==> config.mk <==
export PLATFORM = sky130hd
export DESIGN_NAME = tqvp_ptc_multich
export DESIGN_NICKNAME = d
export VERILOG_FILES = /design/src/rtl/tqvp_ptc_pkg.sv /design/src/rtl/tqvp_ptc_chan.sv /design/src/rtl/tqvp_ptc_multich.sv
export SDC_FILE = /design/constraint.sdc
export NUM_CORES = 1
export LEC_CHECK = 0
export ABC_AREA = 0
export CORE_AREA = 2 2 197 199
export DETAILED_ROUTE_END_ITERATION = 8
export DIE_AREA = 0 0 199 201
export DONT_BUFFER_PORTS = 1
export PLACE_DENSITY_LB_ADDON = 0.12
export SETUP_SLACK_MARGIN = 0.3
export SYNTH_ARGS = -nofsm -noshare
export SYNTH_HDL_FRONTEND = slang
export SYNTH_SLANG_ARGS = --single-unit
==> constraint.sdc <==
create_clock -name clk -period 8.7 [get_ports clk]
set_input_delay 1.305 -clock clk [delete_from_list [all_inputs] [get_ports clk]]
set_output_delay 1.305 -clock clk [all_outputs]
set_load 0.02 [all_outputs]
==> src/rtl/tqvp_ptc_pkg.sv <==
// Shared definitions for the multi-channel PWM timer/counter.
// Holds the register word indices, CTRL bit positions, the POL_OE field
// offsets, the counter FSM state type and the byte-lane write mask helper.
package tqvp_ptc_pkg;

  // Word indices (address[5:2]) of the register map
  localparam logic [3:0] REG_CTRL     = 4'd0;
  localparam logic [3:0] REG_PERIOD   = 4'd1;
  localparam logic [3:0] REG_CNTR     = 4'd2;
  localparam logic [3:0] REG_INT_EN   = 4'd3;
  localparam logic [3:0] REG_INT_STAT = 4'd4;
  localparam logic [3:0] REG_POL_OE   = 4'd5;
  localparam int         REG_CMP0     = 8;

  // CTRL bit positions
  localparam int CTRL_EN        = 0;
  localparam int CTRL_CENTER    = 1;
  localparam int CTRL_ONESHOT   = 2;
  localparam int CTRL_CNTRRST   = 3;
  localparam int CTRL_GATE      = 4;
  localparam int CTRL_PRESC_LSB = 8;

  // POL_OE field offsets
  localparam int POL_LSB = 0;
  localparam int OE_LSB  = 8;

  typedef enum logic [1:0] {
    ST_IDLE = 2'd0,
    ST_UP   = 2'd1,
    ST_DOWN = 2'd2
  } cnt_state_e;

  // Bits touched by a write of the given size; 11 (no write) touches nothing.
  function automatic logic [31:0] wr_mask(input logic [1:0] wn);
    case (wn)
      2'b00:   return 32'h0000_00FF;
      2'b01:   return 32'h0000_FFFF;
      2'b10:   return 32'hFFFF_FFFF;
      default: return 32'h0000_0000;
    endcase
  endfunction

endpackage

==> src/rtl/tqvp_ptc_chan.sv <==
// One PWM compare channel.
// Ports:
//   clk, rst_n       clock / async active-low reset
//   wr_i             write strobe for this channel's CMP register
//   wdata_i, wmask_i write data and byte-lane mask
//   load_i           copy shadow CMP into the active CMP
//   tick_i           counter advanced this cycle
//   idle_i           counter FSM is idle (forces raw output inactive)
//   cnt_i, cnt_nx_i  current counter and its next value
//   pol_i            1 = active-low output
//   shadow_o         shadow CMP (register readback)
//   ev_o             registered compare event
//   pwm_o            registered PWM output (before output enable)
module tqvp_ptc_chan
  import tqvp_ptc_pkg::*;
#(
  parameter int CW = 16
) (
  input  logic          clk,
  input  logic          rst_n,
  input  logic          wr_i,
  input  logic [CW-1:0] wdata_i,
  input  logic [CW-1:0] wmask_i,
  input  logic          load_i,
  input  logic          tick_i,
  input  logic          idle_i,
  input  logic [CW-1:0] cnt_i,
  input  logic [CW-1:0] cnt_nx_i,
  input  logic          pol_i,
  output logic [CW-1:0] shadow_o,
  output logic          ev_o,
  output logic          pwm_o
);

  logic [CW-1:0] shadow_q, shadow_d, act_q, act_d;
  logic          ev_q, ev_d, pwm_q, pwm_d;

  always_comb begin
    shadow_d = shadow_q;
    if (wr_i) shadow_d = (shadow_q & ~wmask_i) | (wdata_i & wmask_i);
    act_d = load_i ? shadow_q : act_q;
    // Event on the tick that lands the counter on the compare value; the
    // pre-copy active value is used so a period event compares against the
    // period that is ending.
    ev_d  = tick_i && (cnt_nx_i == act_q);
    pwm_d = (!idle_i && (cnt_i < act_q)) ^ pol_i;
  end

  always_ff @(posedge clk or negedge rst_n) begin
    if (!rst_n) begin
      shadow_q <= '0;
      act_q    <= '0;
      ev_q     <= 1'b0;
      pwm_q    <= 1'b0;
    end else begin
      shadow_q <= shadow_d;
      act_q    <= act_d;
      ev_q     <= ev_d;
      pwm_q    <= pwm_d;
    end
  end

  assign shadow_o = shadow_q;
  assign ev_o     = ev_q;
  assign pwm_o    = pwm_q;

endmodule

==> src/rtl/tqvp_ptc_multich.sv <==
// Multi-channel PWM timer/counter for the TinyQV peripheral bus.
// A shared prescaled counter (edge or center aligned, optional one-shot)
// drives NCH double-buffered compare channels on uo_out[4+i].
// Ports:
//   clk, rst_n                     clock / async active-low reset
//   ui_in                          ui_in[0] is the external count gate
//   uo_out                         PWM pins on [4+NCH-1:4], others 0
//   address, data_in               byte address in slot, write data
//   data_write_n, data_read_n      bus strobes (11 = idle)
//   data_out, data_ready           combinational zero-wait read path
//   user_interrupt                 OR of enabled interrupt status bits
module tqvp_ptc_multich
  import tqvp_ptc_pkg::*;
#(
  parameter int NCH = 4,
  parameter int CW  = 16
) (
  input  logic        clk,
  input  logic        rst_n,
  input  logic [7:0]  ui_in,
  output logic [7:0]  uo_out,
  input  logic [5:0]  address,
  input  logic [31:0] data_in,
  input  logic [1:0]  data_write_n,
  input  logic [1:0]  data_read_n,
  output logic [31:0] data_out,
  output logic        data_ready,
  output logic        user_interrupt
);

  logic [3:0]    widx;
  logic          wr;
  logic [31:0]   wm;
  logic [CW-1:0] wm_cw;
  logic          wr_ctrl, wr_per, wr_cntr, wr_ien, wr_stat, wr_poe, cntrrst;

  logic [15:0]   ctrl_q, ctrl_d;
  logic [7:0]    psc_q, psc_d;
  logic [CW-1:0] cnt_q, cnt_d, per_sh_q, per_act_q;
  cnt_state_e    state_q, state_d, step_st;
  logic          run, hit, tick, per_ev, per_ev_q, idle, load;
  logic [NCH:0]  ien_q, stat_q, stat_d, stat_clr;
  logic [NCH-1:0] pol_q, oe_q, cmp_ev, pwm_v;
  logic [NCH-1:0][CW-1:0] cmp_sh;
  logic [31:0]   rd;

  // ---------------- bus decode ----------------
  assign widx    = address[5:2];
  assign wr      = (data_write_n != 2'b11);
  assign wm      = wr_mask(data_write_n);
  assign wm_cw   = wm[CW-1:0];
  assign wr_ctrl = wr && (widx == REG_CTRL);
  assign wr_per  = wr && (widx == REG_PERIOD);
  assign wr_cntr = wr && (widx == REG_CNTR);
  assign wr_ien  = wr && (widx == REG_INT_EN);
  assign wr_stat = wr && (widx == REG_INT_STAT);
  assign wr_poe  = wr && (widx == REG_POL_OE);
  assign cntrrst = wr_ctrl && wm[CTRL_CNTRRST] && data_in[CTRL_CNTRRST];

  // ---------------- prescaler ----------------
  // Held at 0 while disabled, so an EN 0->1 always starts a fresh period.
  // ">=" keeps it wrapping sanely if PRESC is lowered below the count.
  assign run  = ctrl_q[CTRL_EN] && (!ctrl_q[CTRL_GATE] || ui_in[0]);
  assign hit  = run && (psc_q >= ctrl_q[CTRL_PRESC_LSB +: 8]);
  assign tick = hit && !wr_cntr && !cntrrst;

  always_comb begin
    psc_d = psc_q;
    if (!ctrl_q[CTRL_EN] || wr_cntr || cntrrst || hit) psc_d = '0;
    else if (run) psc_d = psc_q + 8'd1;
  end

  // ---------------- counter datapath ----------------
  always_comb begin
    cnt_d   = cnt_q;
    step_st = state_q;
    per_ev  = 1'b0;
    if (tick) begin
      case (state_q)
        ST_UP: begin
          if (cnt_q >= per_act_q) begin
            // Center mode with PERIOD<=1 has no room to run down; wrap
            // directly so the cycle is still 2*PERIOD ticks.
            if (!ctrl_q[CTRL_CENTER] || cnt_q <= CW'(1)) begin
              cnt_d  = '0;
              per_ev = 1'b1;
            end else begin
              cnt_d   = cnt_q - 1'b1;
              step_st = ST_DOWN;
            end
          end else begin
            cnt_d = cnt_q + 1'b1;
          end
        end
        ST_DOWN: begin
          if (cnt_q <= CW'(1)) begin
            cnt_d   = '0;
            per_ev  = 1'b1;
            step_st = ST_UP;
          end else begin
            cnt_d = cnt_q - 1'b1;
          end
        end
        default: ;
      endcase
    end
    if (wr_cntr) cnt_d = (cnt_q & ~wm_cw) | (data_in[CW-1:0] & wm_cw);
    if (cntrrst) cnt_d = '0;
  end

  // ---------------- CTRL ----------------
  always_comb begin
    ctrl_d = ctrl_q;
    if (wr_ctrl) ctrl_d = (ctrl_q & ~wm[15:0]) | (data_in[15:0] & wm[15:0]);
    else if (per_ev && ctrl_q[CTRL_ONESHOT]) ctrl_d[CTRL_EN] = 1'b0;
    ctrl_d[CTRL_CNTRRST] = 1'b0;
    ctrl_d[7:5]          = 3'b000;
  end

  // ---------------- counter FSM ----------------
  always_ff @(posedge clk or negedge rst_n) begin
    if (!rst_n) state_q <= ST_IDLE;
    else        state_q <= state_d;
  end

  // The FSM follows the next EN value, so it leaves IDLE on the same edge
  // that enables the timer and returns to it on the edge EN clears.
  always_comb begin
    if (!ctrl_d[CTRL_EN])                       state_d = ST_IDLE;
    else if (state_q == ST_IDLE || cntrrst)     state_d = ST_UP;
    else                                        state_d = step_st;
  end

  always_comb begin
    idle = (state_q == ST_IDLE);
    load = idle || per_ev;
  end

  // ---------------- registers ----------------
  always_comb begin
    stat_clr = wr_stat ? (data_in[NCH:0] & wm[NCH:0]) : '0;
    // Set wins over a simultaneous clear.
    stat_d   = (stat_q & ~stat_clr) | {per_ev_q, cmp_ev};
  end

  always_ff @(posedge clk or negedge rst_n) begin
    if (!rst_n) begin
      ctrl_q    <= '0;
      psc_q     <= '0;
      cnt_q     <= '0;
      per_sh_q  <= '0;
      per_act_q <= '0;
      per_ev_q  <= 1'b0;
      ien_q     <= '0;
      stat_q    <= '0;
      pol_q     <= '0;
      oe_q      <= '0;
    end else begin
      ctrl_q   <= ctrl_d;
      psc_q    <= psc_d;
      cnt_q    <= cnt_d;
      per_ev_q <= per_ev;
      stat_q   <= stat_d;
      if (wr_per) per_sh_q <= (per_sh_q & ~wm_cw) | (data_in[CW-1:0] & wm_cw);
      if (load)   per_act_q <= per_sh_q;
      if (wr_ien) ien_q <= (ien_q & ~wm[NCH:0]) | (data_in[NCH:0] & wm[NCH:0]);
      if (wr_poe) begin
        pol_q <= (pol_q & ~wm[POL_LSB +: NCH]) | (data_in[POL_LSB +: NCH] & wm[POL_LSB +: NCH]);
        oe_q  <= (oe_q  & ~wm[OE_LSB  +: NCH]) | (data_in[OE_LSB  +: NCH] & wm[OE_LSB  +: NCH]);
      end
    end
  end

  // ---------------- channels ----------------
  for (genvar g = 0; g < NCH; g++) begin : g_ch
    tqvp_ptc_chan #(.CW(CW)) u_chan (
      .clk      (clk),
      .rst_n    (rst_n),
      .wr_i     (wr && (widx == 4'(REG_CMP0 + g))),
      .wdata_i  (data_in[CW-1:0]),
      .wmask_i  (wm_cw),
      .load_i   (load),
      .tick_i   (tick),
      .idle_i   (idle),
      .cnt_i    (cnt_q),
      .cnt_nx_i (cnt_d),
      .pol_i    (pol_q[g]),
      .shadow_o (cmp_sh[g]),
      .ev_o     (cmp_ev[g]),
      .pwm_o    (pwm_v[g])
    );
  end

  // ---------------- read path / outputs ----------------
  always_comb begin
    rd = '0;
    case (widx)
      REG_CTRL:     rd[15:0]   = ctrl_q;
      REG_PERIOD:   rd[CW-1:0] = per_sh_q;
      REG_CNTR:     rd[CW-1:0] = cnt_q;
      REG_INT_EN:   rd[NCH:0]  = ien_q;
      REG_INT_STAT: rd[NCH:0]  = stat_q;
      REG_POL_OE: begin
        rd[POL_LSB +: NCH] = pol_q;
        rd[OE_LSB  +: NCH] = oe_q;
      end
      default: begin
        for (int i = 0; i < NCH; i++)
          if (widx == 4'(REG_CMP0 + i)) rd[CW-1:0] = cmp_sh[i];
      end
    endcase
  end

  assign data_ready     = (data_read_n != 2'b11);
  assign data_out       = data_ready ? rd : 32'h0;
  assign user_interrupt = |(stat_q & ien_q);
  assign uo_out         = {4'(pwm_v & oe_q), 4'b0000};

  logic unused_bits;
  assign unused_bits = ^{ui_in[7:1], address[1:0], data_in[31:16], wm[31:16]};

endmodule

* Word level (Yosys, flattened, before mapping) *
Index checks and enable logic that the tools add are counted.

word-level totals
  register bits after elaboration = 225
  input bits = 52
  output and inout bits = 42

operators by class
  add/subtract/negate cells = 3
  $lt $le $gt $ge = 7
  equality and inequality tests = 24
  mux-type cells = 35
  bitwise operators = 37
  reductions and logical operators = 47

operators with widths
  kind                   count
  $mux 16                11
  $and 16x16->16         8
  $or 16x16->16          7
  $eq 16x16->1           4
  $lt 16x16->1           4
  $pmux 16 s3            1
  $pmux 16 s2            1
  $logic_and 1x1->1      25
  $pmux 4 s6             1
  $and 4x4->4            5
  $and 5x5->5            4
  $pmux 4 s5             1
  $add 16x1->16 const B  1
  $eq 4x4->1 const B     4
  $ge 16x16->1           1
  $le 16x1->1 const B    1
  $mux 8                 2
  $not 16->16            1
  $pmux 4 s4             1
  $sub 16x1->16 const B  1
  $mux 2                 6
  $ne 4x4->1 const B     3
  $not 5->5              2
  $or 5x5->5             2
  other kinds (29)       56

* Logic depth before layout (Yosys ltp) *
  depth after elaboration = 12
  mapped depth = 16

* By module *
Synthesis repeated with hierarchy kept, for this count alone.

second synthesis, totals
  cell total of the unflattened synthesis = 1428
  area total of the unflattened synthesis = 14131.1 µm²

by module, submodules not included
  module            instances  cells an instance  area each (µm²)  seq. area each (µm²)
  tqvp_ptc_chan     4          176                1860.5           850.8
  tqvp_ptc_multich  1          724                6688.9           2227.1

* Worst setup path before layout *
No wires, ideal clock.

  path kind = input port to output port
  start = input address[2]
  end = output data_out[11]
  data arrival time = 3.398 ns
  required time = 7.395 ns
  setup slack = 3.997 ns
  stages on the path = 9
  cells stage by stage = clkbuf_1 buf_1 clkbuf_1 mux2i_1 nor2_1 a211oi_1 a21oi_1 nor2_1 nor3_1

on the way
  longest elaborated chain between the ends = 7
  elaborated cells between the ends (all ways) = 17
  classes of those cells = 9 x eq/ne; 6 x mux; 2 x reduce/logical

RTL lines
  item                  RTL line                 RTL
  start: declaration    tqvp_ptc_multich.sv:22   input logic [5:0] address,
  $eq 4x4->1            tqvp_ptc_multich.sv:209  if (widx == 4'(REG_CMP0 + i)) rd[CW-1:0] = cmp_sh[i];
  $mux 16 (4 in a row)  tqvp_ptc_multich.sv:209
  $pmux 4 s5 (*)        tqvp_ptc_multich.sv:197  case (widx)
  $mux 16 (*)           tqvp_ptc_multich.sv:215  assign data_out = data_ready ? rd : 32'h0;
  end: declaration      tqvp_ptc_multich.sv:26   output logic [31:0] data_out,

Every way passes the cells marked *; elsewhere a longest branch is shown, timed or not.

* Worst setup path after layout *
  start = register cnt_q[0]
  end = register g_ch[2].u_chan.ev_q

on the way
  longest elaborated chain between the ends = 10
  elaborated cells between the ends (all ways) = 16
  classes of those cells = 2 x add/sub; 2 x order compare; 1 x eq/ne; 7 x mux; 2 x bitwise; 2 x reduce/logical

RTL lines
  item                      RTL line                                        RTL
  start: declaration        tqvp_ptc_multich.sv:39                          logic [CW-1:0] cnt_q, cnt_d, per_sh_q, per_act_q;
  start signal: assignment  tqvp_ptc_multich.sv:161                         cnt_q <= cnt_d;
  $le 16x1->1               tqvp_ptc_multich.sv:84, tqvp_ptc_multich.sv:96
  $logic_or 1x1->1          tqvp_ptc_multich.sv:84                          if (!ctrl_q[CTRL_CENTER] || cnt_q <= CW'(1)) begin
  $mux 16                   tqvp_ptc_multich.sv:84
  $mux 16                   tqvp_ptc_multich.sv:81                          if (cnt_q >= per_act_q) begin
  $pmux 16 s2               tqvp_ptc_multich.sv:79                          case (state_q)
  $mux 16                   tqvp_ptc_multich.sv:78                          if (tick) begin
  $mux 16 (*)               tqvp_ptc_multich.sv:107                         if (wr_cntr) cnt_d = (cnt_q & ~wm_cw) | (data_in[CW-1:0] & wm_cw);
  $mux 16 (*)               tqvp_ptc_multich.sv:108                         if (cntrrst) cnt_d = '0;
  $eq 16x16->1 (*)          tqvp_ptc_chan.sv:45                             ev_d = tick_i && (cnt_nx_i == act_q);
  $logic_and 1x1->1 (*)     tqvp_ptc_chan.sv:45
  net g_ch[2].u_chan.ev_d   tqvp_ptc_chan.sv:36                             logic ev_q, ev_d, pwm_q, pwm_d;
  end signal: assignment    tqvp_ptc_chan.sv:58                             ev_q <= ev_d;
  end: declaration          tqvp_ptc_chan.sv:36

The timed path passes the listed nets; every way through them passes the cells marked *.
A chain may end at the register's enable or synchronous reset.

==> impl_metrics.csv <==
group,metric,value,unit
outcome,status,"finished with violations",
outcome,violations,"capacitance limit",
timing,rsz0062_at_grt,"no",
clocking,cts_resized,0,
critical_path,worstRegToRegCells,13,
floorplan,ios,94,
logic_synthesis,ys_warn_count,0,
timing,setup_tns,0,ns
timing,clock_skew,0.0129,ns
floorplan,die_w,199,um
logic_synthesis,synth_area,14600,sq um
critical_path,worstSetupEndpointType,"flip-flop",
detailed_routing,routedWlPerCell,26.8,um
timing,setup_viol,0,
critical_path,path_cells,"inv_1 -> ha_1 -> nand2b_1 -> a2111o_1 -> a32oi_1 -> nand2_1 -> nor2_1 -> a32o_1 -> o311a_1 -> xnor2_1 -> o221ai_2 -> or4_1 -> nor4_2",
critical_path,worstPathMaxFanout,23,
timing,maxSlewHeadroom,0.0184,
clocking,cts_setup_buffers,0,
global_route,grt_antenna_before_repair,1,
critical_path,slowest_stage,"dfrtp_1",
detailed_routing,vias_per_cell,6.00,
critical_path,reg2reg_slack,3.37,ns
global_route,gr-total-overflow,0,
timing,finalHoldViolCount,0,
detailed_routing,drt-pass1-iter-count,7,
power,p_sw,2.16,mW
logic_synthesis,synth_ff_type,"dfrtp_1",
power,swShare,0.421,
global_route,grt_max_degree,226,
layout,fin_nets,1577,
detailed_routing,first_iter_violations,1029,
critical_path,worst-path-stages,13,
place,hpwlAfterDp,39.0,mm
detailed_routing,wl_met1,24.4,mm
critical_path,crit_start,"cnt_q[0]$_DFF_PN0_",
layout,drive_above_1_share,0.205,
power,intPower,2.97,mW
detailed_routing,ant_nets,0,
logic_synthesis,synthArstFlopShare,1.00,
logic_synthesis,synthAdderAreaFrac,0.0786,
detailed_routing,dr_wl_met3,3.20,mm
logic_synthesis,yosysSeqAreaShare,0.385,
logic_synthesis,synth-simple-area-share,0.124,
timing,worst_pin_slew,1.44,ns
timing,drv_slew,0,
logic_synthesis,yosys.area_share.xor_xnor,0.0245,
clocking,cts_max_path_buffers,3,
critical_path,path_buf_inv,1,
clocking,clkTransAtPathRegs,0.07,ns
floorplan,num_rows,72,
logic_synthesis,synth.distinct_cells,85,
logic_synthesis,synthMuxAreaShare,0.178,
critical_path,critPathMaxStageDelay,0.80,ns
clocking,cts_tree,"done",
floorplan,die_y,201,um
clocking,clock-sinks,225,
clocking,numCtsBuffers,27,
clocking,h-tree-depth,1,
power,p_seq_frac,0.344,
critical_path,arrival,5.76,ns
power,comb_power_share,0.429,
layout,fin_util,0.421,
clocking,clkLatencyLatePin,0.56,ns
timing,fin_crit_sh,0.613,
floorplan,die_area,40000,sq um
detailed_routing,drc,0,
power,design_power_total,5.13,mW
logic_synthesis,synth_edf_count,0,
critical_path,cp-endpoint,"g_ch[2].u_chan.ev_o$_DFF_PN0_",
critical_path,start_kind,"flip-flop",
power,power_density,320,nW/um^2
logic_synthesis,synth.avg_cell_area,10.1,sq um
critical_path,crit_type,"flip-flop to flip-flop",
flow_run,maxCapViolCount,1,
logic_synthesis,syn_inst,1446,
layout,area_growth,9.52,%
logic_synthesis,ys_seq_elements,225,
logic_synthesis,synth_top_family_by_area,"multiplexers",
critical_path,critical_path_required,9.13,ns
critical_path,timing.rr.end,"g_ch[2].u_chan.ev_o$_DFF_PN0_",
detailed_routing,maxUsedRoutingLayer,"met4",
floorplan,core_area,38100,sq um
floorplan,initial_core_util,0.384,
global_route,grt_pass1_wl,79.2,mm
layout,diodes,0,
detailed_routing,vias,11800,
global_route,grt_use_total,0.268,
layout,design_area,16000,sq um
clocking,cts_root_buf,"clkbuf_16",
logic_synthesis,synth_compound_area_frac,0.153,
critical_path,cp_top_family,"simple AND/OR/NAND/NOR gates",
power,vdd_ir_drop_max,163,uV
power,leakage,7.07,nW
worst_hold_path,hold_class,"primary input to asynchronous set/reset pin",
detailed_routing,met2_length,23.8,mm
clocking,cts_hold_buf,0,
power,pwr-share-clk,0.227,
timing,clock.fmax,187,MHz
place,port_buffers,0,
place,place_congestion,0.980,
timing,min_period,5.33,ns
place,place_area,15100,sq um
global_route,grt_pass1_vias,11700,
detailed_routing,drt-total-wl,52.9,mm
critical_path,r2r-start,"cnt_q[0]$_DFF_PN0_",
==> worst reg2reg max path, cell delays in order, from the launching register on <==
cell,delay (ns)
dfrtp_1,0.80
inv_1,0.31
ha_1,0.35
nand2b_1,0.14
a2111o_1,0.45
a32oi_1,0.24
nand2_1,0.56
nor2_1,0.60
a32o_1,0.21
o311a_1,0.37
xnor2_1,0.22
o221ai_2,0.14
or4_1,0.54
nor4_2,0.29
==> final cells by class <==
cell class,count,area (sq um)
fill,3711,22100
sequential,225,5630
multi-input combinational,1046,8250
tap,518,648
inverter,107,402
clock inverter,16,178
clock buffer,33,728
timing repair buffer,26,195
==> kinds of logic after synthesis <==
family	after synthesis
fa+ha+maj	92
simple gates	351
xor+xnor	41
other cells	1
compound gates	322
mux	220
buf+inv	194
flops	225
==> through the flow <==
step	hold WS, ns	worst slack [ns]	cells
floorplan	0.404	4.00	1465
global placement	0.424	3.27	1922
detailed placement	0.421	3.22	1922
CTS	0.416	3.51	1971
global route	0.420	2.94	1971
finish	0.443	3.37	1971
==> worst min path at each step <==
| stage | start | to | slack, ns | cells after the start |
|---|---|---|---|---|
| global route | rst_n | asynchronous set/reset pin | 0.42 | 0 |
| CTS | rst_n | asynchronous set/reset pin | 0.42 | 0 |
| finish | rst_n | g_ch[0].u_chan.act_q[3]$_DFFE_PN0P_ | 0.44 | 0 |
| detailed placement | per_ev_q$_DFF_PN0_ | stat_q[4]$_DFF_PN0_ | 0.42 | 1 |
| global placement | g_ch[1].u_chan.ev_o$_DFF_PN0_ | stat_q[1]$_DFF_PN0_ | 0.42 | 1 |
| floorplan | g_ch[0].u_chan.ev_o$_DFF_PN0_ | stat_q[0]$_DFF_PN0_ | 0.40 | 1 |
==> Yosys cell counts, types with 5 or more instances <==
cell / count / area, sq um
a2111oi_0: 9 / 78.8
a211oi_1: 13 / 97.6
a21o_1: 44 / 330
a21oi_1: 82 / 410
a221oi_1: 11 / 96.3
a22oi_1: 15 / 113
a32oi_1: 5 / 43.8
and2_1: 16 / 100
and3_1: 14 / 87.6
and4_1: 7 / 61.3
buf_1: 5 / 18.8
buf_2: 10 / 50.1
buf_4: 22 / 165
clkbuf_1: 48 / 180
dfrtp_1: 225 / 5630
ha_1: 92 / 1150
inv_1: 107 / 402
mux2_2: 182 / 2050
mux2i_1: 24 / 240
mux4_2: 14 / 315
nand2_1: 84 / 315
nand2b_1: 9 / 56.3
nand3_1: 30 / 150
nand4_1: 25 / 156
nor2_1: 87 / 327
nor3_1: 24 / 120
nor4_1: 14 / 87.6
o2111ai_1: 7 / 61.3
o21ai_0: 60 / 300
o221ai_1: 11 / 96.3
o311ai_0: 5 / 43.8
or3_1: 9 / 56.3
xnor2_1: 30 / 263
xor2_1: 11 / 96.3
==> metal layers <==
layer,up-vias,GRT usage
met3,82,0.0432
met1,6055,0.389
li1,5267,-
met5,-,0
met4,0,0.0770
met2,414,0.412
==> power by group through the flow <==
stage | combinational (mW) | clock [mW] | sequential, mW
6_report | 2.20 | 1.17 | 1.77
5_1_grt | 2.41 | 1.24 | 1.80
4_1_cts | 2.17 | 1.19 | 1.76
3_5_place_dp | 2.16 | 0 | 1.78
3_3_place_gp | 2.13 | 0 | 1.77
2_1_floorplan | 1.54 | 0 | 1.60
==> placed cells by master, fill, tap and decap left out, types with 9 or more instances in the layout <==
| cell | Yosys | final |
|---|---|---|
| nand2_1 | 84 | 84 |
| dfrtp_1 | 225 | 225 |
| and2_1 | 16 | 16 |
| nand4_1 | 25 | 25 |
| mux4_2 | 14 | 14 |
| nor4_1 | 14 | 14 |
| a21oi_1 | 82 | 82 |
| a22oi_1 | 15 | 15 |
| clkbuf_16 | 0 | 27 |
| a2111oi_0 | 9 | 9 |
| a211oi_1 | 13 | 13 |
| nor2_1 | 87 | 85 |
| or3_1 | 9 | 9 |
| buf_4 | 22 | 26 |
| mux2_2 | 182 | 182 |
| inv_1 | 107 | 107 |
| conb_1 | 1 | 20 |
| a221oi_1 | 11 | 11 |
| nor3_1 | 24 | 24 |
| mux2i_1 | 24 | 24 |
| nand3_1 | 30 | 30 |
| xnor2_1 | 30 | 30 |
| o221ai_1 | 11 | 11 |
| and3_1 | 14 | 14 |
| xor2_1 | 11 | 11 |
| ha_1 | 92 | 92 |
| nand2b_1 | 9 | 9 |
| a21o_1 | 44 | 44 |
| o21ai_0 | 60 | 60 |
No activity file was read; power rests on OpenSTA's default activity.
